<file path="src/rtl/jacobi_pkg.sv">
// Shared types and sizing for the Jacobi solver front end.
// The loader and its frame buffer both import this package.
package jacobi_pkg;

  typedef enum logic [2:0] {
    IDLE   = 3'd0,
    HDR_IT = 3'd1,
    HDR_TH = 3'd2,
    FILL   = 3'd3,
    BURST  = 3'd4,
    WAIT   = 3'd5,
    ERR    = 3'd6
  } state_e;

  localparam int HDR_WORDS = 3;
  localparam int MAX_N     = 8;
  localparam int BUF_DEPTH = HDR_WORDS + MAX_N * MAX_N + MAX_N;

  // Payload length in words: N*N matrix entries plus N b-vector entries.
  function automatic logic [15:0] payload_len(input logic [7:0] n);
    return 16'(n) * 16'(n) + 16'(n);
  endfunction

endpackage

</file>
<file path="src/rtl/frame_buf.sv">
// Register-array frame store: one synchronous write port, one asynchronous read port.
// Addresses beyond the depth are ignored on write and read back as zero.
module frame_buf
  import jacobi_pkg::*;
#(
  parameter int DEPTH = BUF_DEPTH,
  parameter int W     = 32
) (
  input  logic         clk,
  input  logic         we_i,
  input  logic [7:0]   waddr_i,
  input  logic [W-1:0] wdata_i,
  input  logic [7:0]   raddr_i,
  output logic [W-1:0] rdata_o
);

  localparam int         AW      = $clog2(DEPTH);
  localparam logic [7:0] DEPTH_L = 8'(DEPTH);

  logic [W-1:0] mem_q [DEPTH];

  always_ff @(posedge clk) begin
    if (we_i && (waddr_i < DEPTH_L)) begin
      mem_q[waddr_i[AW-1:0]] <= wdata_i;
    end
  end

  assign rdata_o = (raddr_i < DEPTH_L) ? mem_q[raddr_i[AW-1:0]] : '0;

endmodule

</file>
<file path="src/rtl/jacobi_loader.sv">
// Store-and-forward framer: buffers one validated host frame, then replays it
// to the solver as a gap-free burst headed by a one-cycle sol_go.
module jacobi_loader
  import jacobi_pkg::*;
#(
  parameter int W = 32
) (
  input  logic         clk,
  input  logic         reset,
  input  logic [W-1:0] host_data,
  input  logic         host_valid,
  output logic         host_ready,
  output logic [W-1:0] sol_din,
  output logic         sol_valid,
  output logic         sol_go,
  input  logic         sol_done,
  output logic         busy,
  output logic         err
);

  state_e       state_q;
  logic [15:0]  len_q;
  logic [7:0]   widx_q;
  logic [7:0]   ridx_q;
  logic [W-1:0] sol_din_q;
  logic         sol_valid_q;
  logic         sol_go_q;

  logic         accept;
  logic         hdr_ok;
  logic         last_fill;
  logic         last_burst;
  logic [W-1:0] rd_word;

  assign host_ready = (state_q == IDLE) || (state_q == HDR_IT) ||
                      (state_q == HDR_TH) || (state_q == FILL);
  assign busy       = (state_q == FILL) || (state_q == BURST) || (state_q == WAIT);
  assign err        = (state_q == ERR);
  assign sol_din    = sol_din_q;
  assign sol_valid  = sol_valid_q;
  assign sol_go     = sol_go_q;

  assign accept     = host_valid & host_ready;
  assign hdr_ok     = (host_data[W-1:8] == '0) && (host_data[7:0] != 8'd0) &&
                      (host_data[7:0] <= 8'(MAX_N));
  // The write index counts every accepted word, header included, so the last
  // payload word lands at index L+2 and the burst ends after index L+2 is read.
  assign last_fill  = ({8'd0, widx_q} == len_q + 16'(HDR_WORDS - 1));
  assign last_burst = ({8'd0, ridx_q} == len_q + 16'(HDR_WORDS));

  frame_buf #(.DEPTH(BUF_DEPTH), .W(W)) u_buf (
    .clk     (clk),
    .we_i    (accept),
    .waddr_i (widx_q),
    .wdata_i (host_data),
    .raddr_i (ridx_q),
    .rdata_o (rd_word)
  );

  always_ff @(posedge clk) begin
    if (reset) begin
      state_q     <= IDLE;
      len_q       <= 16'd0;
      widx_q      <= 8'd0;
      ridx_q      <= 8'd0;
      sol_din_q   <= '0;
      sol_valid_q <= 1'b0;
      sol_go_q    <= 1'b0;
    end else begin
      case (state_q)
        IDLE: begin
          if (accept) begin
            if (hdr_ok) begin
              len_q   <= payload_len(host_data[7:0]);
              widx_q  <= widx_q + 8'd1;
              state_q <= HDR_IT;
            end else begin
              state_q <= ERR;
            end
          end
        end
        HDR_IT: begin
          if (accept) begin
            widx_q  <= widx_q + 8'd1;
            state_q <= HDR_TH;
          end
        end
        HDR_TH: begin
          if (accept) begin
            widx_q  <= widx_q + 8'd1;
            state_q <= FILL;
          end
        end
        FILL: begin
          if (accept) begin
            widx_q <= widx_q + 8'd1;
            // Word 0 (N) goes out on the same edge that takes the last payload word.
            if (last_fill) begin
              sol_din_q   <= rd_word;
              sol_valid_q <= 1'b1;
              sol_go_q    <= 1'b1;
              ridx_q      <= 8'd1;
              state_q     <= BURST;
            end
          end
        end
        BURST: begin
          sol_go_q <= 1'b0;
          if (last_burst) begin
            sol_din_q   <= '0;
            sol_valid_q <= 1'b0;
            state_q     <= WAIT;
          end else begin
            sol_din_q <= rd_word;
            ridx_q    <= ridx_q + 8'd1;
          end
        end
        WAIT: begin
          if (sol_done) begin
            widx_q  <= 8'd0;
            ridx_q  <= 8'd0;
            state_q <= IDLE;
          end
        end
        ERR: begin
          state_q <= ERR;
        end
        default: begin
          state_q <= IDLE;
        end
      endcase
    end
  end

endmodule

</file>
<file path="config.mk">
export PLATFORM = sky130hd
export DESIGN_NAME = jacobi_loader
export DESIGN_NICKNAME = d
export VERILOG_FILES = /design/src/rtl/jacobi_pkg.sv /design/src/rtl/frame_buf.sv /design/src/rtl/jacobi_loader.sv
export SDC_FILE = /design/constraint.sdc
export NUM_CORES = 2
export LEC_CHECK = 0
export CAP_MARGIN = 10
export CORE_AREA = 5 5 500 502
export DETAILED_ROUTE_END_ITERATION = 10
export DIE_AREA = 0 0 505 507
export PLACE_DENSITY = 0.51
export SETUP_SLACK_MARGIN = 0.4
export SLEW_MARGIN = 20
export SYNTH_ARGS = -nofsm -noshare
export SYNTH_HDL_FRONTEND = slang
export SYNTH_SLANG_ARGS = --single-unit
</file>
<file path="constraint.sdc">
create_clock -name clk -period 6.6 [get_ports clk]
set_input_delay 0.99 -clock clk [delete_from_list [all_inputs] [get_ports clk]]
set_output_delay 0.99 -clock clk [all_outputs]
set_load 0.03 [all_outputs]
</file>
# Yosys cells after proc, flatten, opt, wreduce, memory -nomap -nowiden
# Memories as Yosys holds them, arrays and structs flattened. A register that Yosys moved wholly into a read port is not among the register bits.
# Cells that the tools add are included.
# op_classes
muxes	32
order_cmp	3
bitwise_logic	1
n_mul	1
n_eq_ne	18
n_reduce_logical	21
n_addsub	5
# op_table
op	count
$mux 32	4
$pmux 32 s2	1
$mux 8	7
$pmux 8 s3	2
$add 16x2->16 const B	2
$eq 8x16->1	2
$logic_not 24->1	1
$mux 3	8
$pmux 3 s7	1
$add 16x8->16	1
$add 8x1->8 const B	2
$lt 8x7->1 const B	2
$mul 8x8->16	1
$mux 7	2
$ne 2x1->1 const B	5
$ne 2x2->1 const B	5
$reduce_and 5->1	2
$eq 3x3->1 const B	3
$le 8x4->1 const B	1
$reduce_bool 8->1	1
$reduce_and 7->1	1
$eq 3x2->1 const B	2
$reduce_and 3->1	2
$reduce_bool 3->1	2
other kinds (10)	21
# totals
reg_bits	69
in_bits	36
ramBits	2400
n_memories	1
# mem_list
memory	depth	width	rd	rd_clocked_by_memory_dff	write_ports	line	text
u_buf.mem_q	75	32	1	1	1	frame_buf.sv:20	logic [W-1:0] mem_q [DEPTH];

# Logic depth before layout (Yosys ltp)
# depth
ltp_word	9
ltp_mapped	18
ltp_nobuf	18

# Cells and area by module
# A second synthesis with hierarchy kept.
# unflattened
hier_cells	5119
area_unflattened_um2	98136.6
# by_module_without_submodules
mod	n_inst	cells_per_inst	seq_area_each_um2	area_per_inst_um2
frame_buf	1	4543	72069.1	92960.4
jacobi_loader	1	576	1361.3	5176.2

# Worst setup path after synthesis
# OpenSTA, ideal clock, no wires.
# synth_timing
path_type	input -> register
startpoint	input host_data[4]
endpoint	register len_q[14]
path_buffers	0
path_stages	18
setup_ns	0.106
path_slack_ns	1.786
arrival_ns	4.708
path_cell_list	inv_1 -> nor2_1 -> inv_1 -> fa_1 -> fa_1 -> inv_1 -> ha_1 -> inv_1 -> fa_1 -> inv_1 -> ha_1 -> a21o_1 -> a21oi_1 -> o21ai_0 -> and3_1 -> or2_2 -> o21a_1 -> o311ai_0
# synth_between
elab_chain_cells	4
word_cells_on_any_way	7
# synth_lines
element	line	text
start: declaration	jacobi_loader.sv:10	input logic [W-1:0] host_data,
branches (longest 4 deep; another with $mul 8x8->16)	--	
end signal: assignment	jacobi_loader.sv:74	len_q <= payload_len(host_data[7:0]);
end: declaration	jacobi_loader.sv:22	logic [15:0] len_q;
# Parallel ways; which one is timed is not known.
# A chain may end at the register's enable or synchronous reset.

# Worst setup path after layout
# layout_timing
startpoint	input host_data[3]
endpoint	register len_q[13]
# The elaborated chain is that of the path after synthesis.

==> flow_summary.json <==
{
  "result_of_the_run": "finished, violations left",
  "violations": "design-rule violations",
  "pwr-share-seq_pct": 48.9,
  "timing.final.crit_share_pct": 74.7,
  "global_route.usage.total_pct": 22.3,
  "worst-endpoint-required_ns": 7.44,
  "clock_latency_ns": 0.95,
  "finalCriticalPeriod_ns": 4.93,
  "hold_buffers": 0,
  "clock_path_buffers": 4,
  "comb_power_share_pct": 10.0,
  "netlist-cell-type-count": 69,
  "yosys-top-cells-area": "sky130_fd_sc_hd__edfxtp_1 74%, sky130_fd_sc_hd__mux4_2 14%, sky130_fd_sc_hd__dfxtp_1 1.5%, sky130_fd_sc_hd__mux2i_1 1.5%, sky130_fd_sc_hd__nand2_1 0.75%",
  "post_cts_resized": 0,
  "finish.cell_count_without_fillers": 8411,
  "layout-drive-gt1-share_pct": 26.4,
  "syn_area_per_cell_um2": 20.9,
  "grt-ovfl-total": 0,
  "cts-buffers-inserted": 282,
  "timing.reg2reg.setup_slack_ns": 1.96,
  "critical_path.cell_chain": "buf_4, buf_4, fa_1, ha_1, ha_1, inv_1, fa_1, inv_1, ha_1, fa_1, a21o_1, a21oi_1, o21bai_1, a31oi_1, o21ai_0, o21a_1, o41ai_1",
  "grt_first_pass_wirelength_um": 400000,
  "htree_num_levels": 5,
  "core_region_area_um2": 245000,
  "internal_power_mw": 27.3,
  "io_buffer_count": 72,
  "ant_nets": 0,
  "r2r_start": "widx_q[0]",
  "r2r-end": "u_buf.mem_q[67][18]",
  "vias": 49200,
  "worstSetupStartpoint": "host_data[3]",
  "initial_core_util_pct": 39.8,
  "cts.root.buffer_cell": "sky130_fd_sc_hd__clkbuf_16",
  "cp.arrival_ns": 5.77,
  "pin_count_of_the_biggest_net_entering_global_routing": 107,
  "drt-pass1-iter-count": 8,
  "critical-path-max-stage-delay_ns": 0.59,
  "dominantRegCellSynth": "sky130_fd_sc_hd__edfxtp_1",
  "clock_transition_time_at_the_flip_flop_clock_pins_of_the_worst_setup_and_hold_paths_ns": 0.06,
  "numPlacedInstances": 7922,
  "final_report_hold_violation_count": 0,
  "power.switching_mw": 8.24,
  "clkPwrFrac_pct": 41.0,
  "site_row_count": 182,
  "synth-async-reset-ratio_pct": 0,
  "setup_violations": 0,
  "postSynthRegisterBits": 2475,
  "finish.utilization_pct": 45.7,
  "die_height_um": 507,
  "floorplan.die.width_um": 505,
  "element_type_at_the_critical_path_start": "input pin",
  "drt_drc_violations_left": 2,
  "worst_clock_skew_ns": 0.0487,
  "synth_top_cell_area_share_pct": 73.9,
  "ios": 73,
  "timing.max_cap.violations": 0,
  "worstRegToRegCells": 9,
  "post_synth_instance_area_um2": 97600,
  "dp.final_hpwl_um": 175000,
  "drt-initial-drc-count": 5821,
  "crit_end_element": "flip-flop",
  "power_mw": 35.6,
  "yosysWarnings": 0,
  "design.final.nets": 5094,
  "achievable-frequency_mhz": 203,
  "die-area_um2": 256000,
  "seq_area_frac_synth_pct": 75.4,
  "antenna_violations_before_repair": 23,
  "layout_overhead_on_the_synthesized_area_pct": 14.7,
  "synth-edff-count": 2400,
  "holdCritPathClass": "reg2reg",
  "critPathCapture": "len_q[13]",
  "cpMaxStageDelayCell": "sky130_fd_sc_hd__buf_4",
  "avgViaCountPerCell": 5.84,
  "synth.net_count": 4769,
  "final.fill_count": 20600,
  "place_congestion": 0.784,
  "cellPowerDensity_nw_per_um2": 318,
  "max-vdd-ir-drop_mv": 0.224,
  "clock_tree_from_tritoncts": "yes",
  "static-leakage-power_nw": 34.6,
  "power.share.switching_pct": 23.2,
  "vias_in_the_first_global_route": 49200,
  "criticalPathCategory": "in2reg",
  "routed_wirelength_um": 288000,
  "final_max_slew_viol_count": 0,
  "routed_wire_length_per_instance_um": 34.3,
  "post-synth-top-area-cell": "sky130_fd_sc_hd__edfxtp_1",
  "timing.max_slew.rel_slack_pct": 10.7,
  "numClockSinks": 2475,
  "post-cts-setup-buffer-count": 0,
  "rsz0062_at_grt": "false",
  "crit_fanout": 44,
  "worst-slew-pin-transition_ns": 1.33,
  "syn-instance-count": 4661
}
==> cell usage after synthesis (all sizes together) (11+ instances only) <==
library cell / count
a211oi: 37
a21oi: 53
a22o: 20
a31oi: 26
a32o: 11
and2: 18
and3: 18
buf: 149
clkbuf: 105
dfxtp: 75
edfxtp: 2400
fa: 33
ha: 39
inv: 79
mux2: 25
mux2i: 145
mux4: 619
nand2: 196
nand2b: 14
nand3: 51
nor2: 189
nor2b: 33
nor3: 26
nor4: 14
o211ai: 46
o21ai: 56
o221ai: 13
o22ai: 15
xnor2: 18
xor2: 16
==> placed cells by master (no fill, tap or decap), drive strengths merged, types with 40 or more instances in the layout <==
master	instances
edfxtp	2400
mux4	619
clkbuf	357
buf	255
nand2	196
nor2	189
mux2i	145
clkinv	104
inv	85
dfxtp	75
o21ai	56
a21oi	53
nand3	51
o211ai	46
clkdlybuf4s50	40
==> power groups by stage <==
| stage | logic (mW) | clock network (mW) | registers, mW |
|---|---|---|---|
| after floorplan | 2.30 | 0 | 17.8 |
| after global placement | 3.63 | 0 | 17.7 |
| after detailed placement | 3.63 | 0 | 17.7 |
| after CTS | 3.64 | 14.9 | 17.4 |
| after global routing | 3.84 | 15.5 | 17.4 |
| final | 3.57 | 14.6 | 17.4 |
==> worst min path at each step <==
stage / startpoint / to / slack [ns] / cells after the start
6_report: sol_din[17] / sol_din[17] / 0.48 / 1
5_1_grt: host_data[7] / u_buf.mem_q[57][7] / 0.45 / 1
4_1_cts: host_data[10] / u_buf.mem_q[49][10] / 0.45 / 1
3_5_place_dp: sol_din[17] / sol_din[17] / 0.47 / 1
3_3_place_gp: sol_din[30] / sol_din[30] / 0.46 / 1
2_1_floorplan: len_q[11] / len_q[11] / 0.45 / 2
==> kinds of logic after synthesis <==
family                     synth area share (%)
DFF                                        75.4
muxes                                      16.1
and+or+nand+nor                            2.80
AOI/OAI and AO/OA                          2.59
buffers and inverters                      1.64
adders and majority gates                  1.18
xor gates and xnor gates                  0.305
==> per-layer routing <==
layer / GRT usage (%) / vias up / routed length (um)
met5: 0 / - / 34
met1: 32.4 / 26800 / 124000
met4: 4.71 / 6 / 5640
li1: - / 20000 / -
met2: 34.8 / 1965 / 135000
met3: 4.93 / 333 / 22900
==> area by class of cell <==
| class | count | area (um2) | area share (%) |
|---|---|---|---|
| Clock inverter | 125 | 871 | 0.779 |
| Inverter | 79 | 307 | 0.274 |
| Tap cell | 3220 | 4030 | 3.60 |
| Antenna cell | 7 | 17.5 | 0.0157 |
| Clock buffer | 357 | 7580 | 6.77 |
| Multi-Input combinational cell | 1853 | 23000 | 20.6 |
| Sequential cell | 2475 | 73600 | 65.8 |
| Timing Repair Buffer | 295 | 2460 | 2.20 |
==> worst max-delay path: cells and delay by family <==
kind                       cells  cell delay, ns
AOI/OAI and AO/OA              7            1.47
adders and majority gates      6            2.20
buffers and inverters          4            1.04
==> per-stage QoR <==
step	instance area (um2)	setup slack (ns)	hold slack, ns	TNS, ns
5_1_grt	112000	1.44	0.451	0
3_5_place_dp	103000	0.690	0.468	0
2_1_floorplan	97600	1.79	0.446	0
6_report	112000	1.67	0.476	0
3_3_place_gp	103000	-0.274	0.461	-2.73
4_1_cts	112000	1.67	0.451	0
==> flip-flops by register name, summed over array words and instances, names as in the netlist, named ones only <==
register	count
u_buf.mem_q	2400
sol_din	32
len_q	15
ridx_q	8
widx_q	8
state_q	3
sol_go	1
sol_valid	1
(Power assumes the default switching activity.)
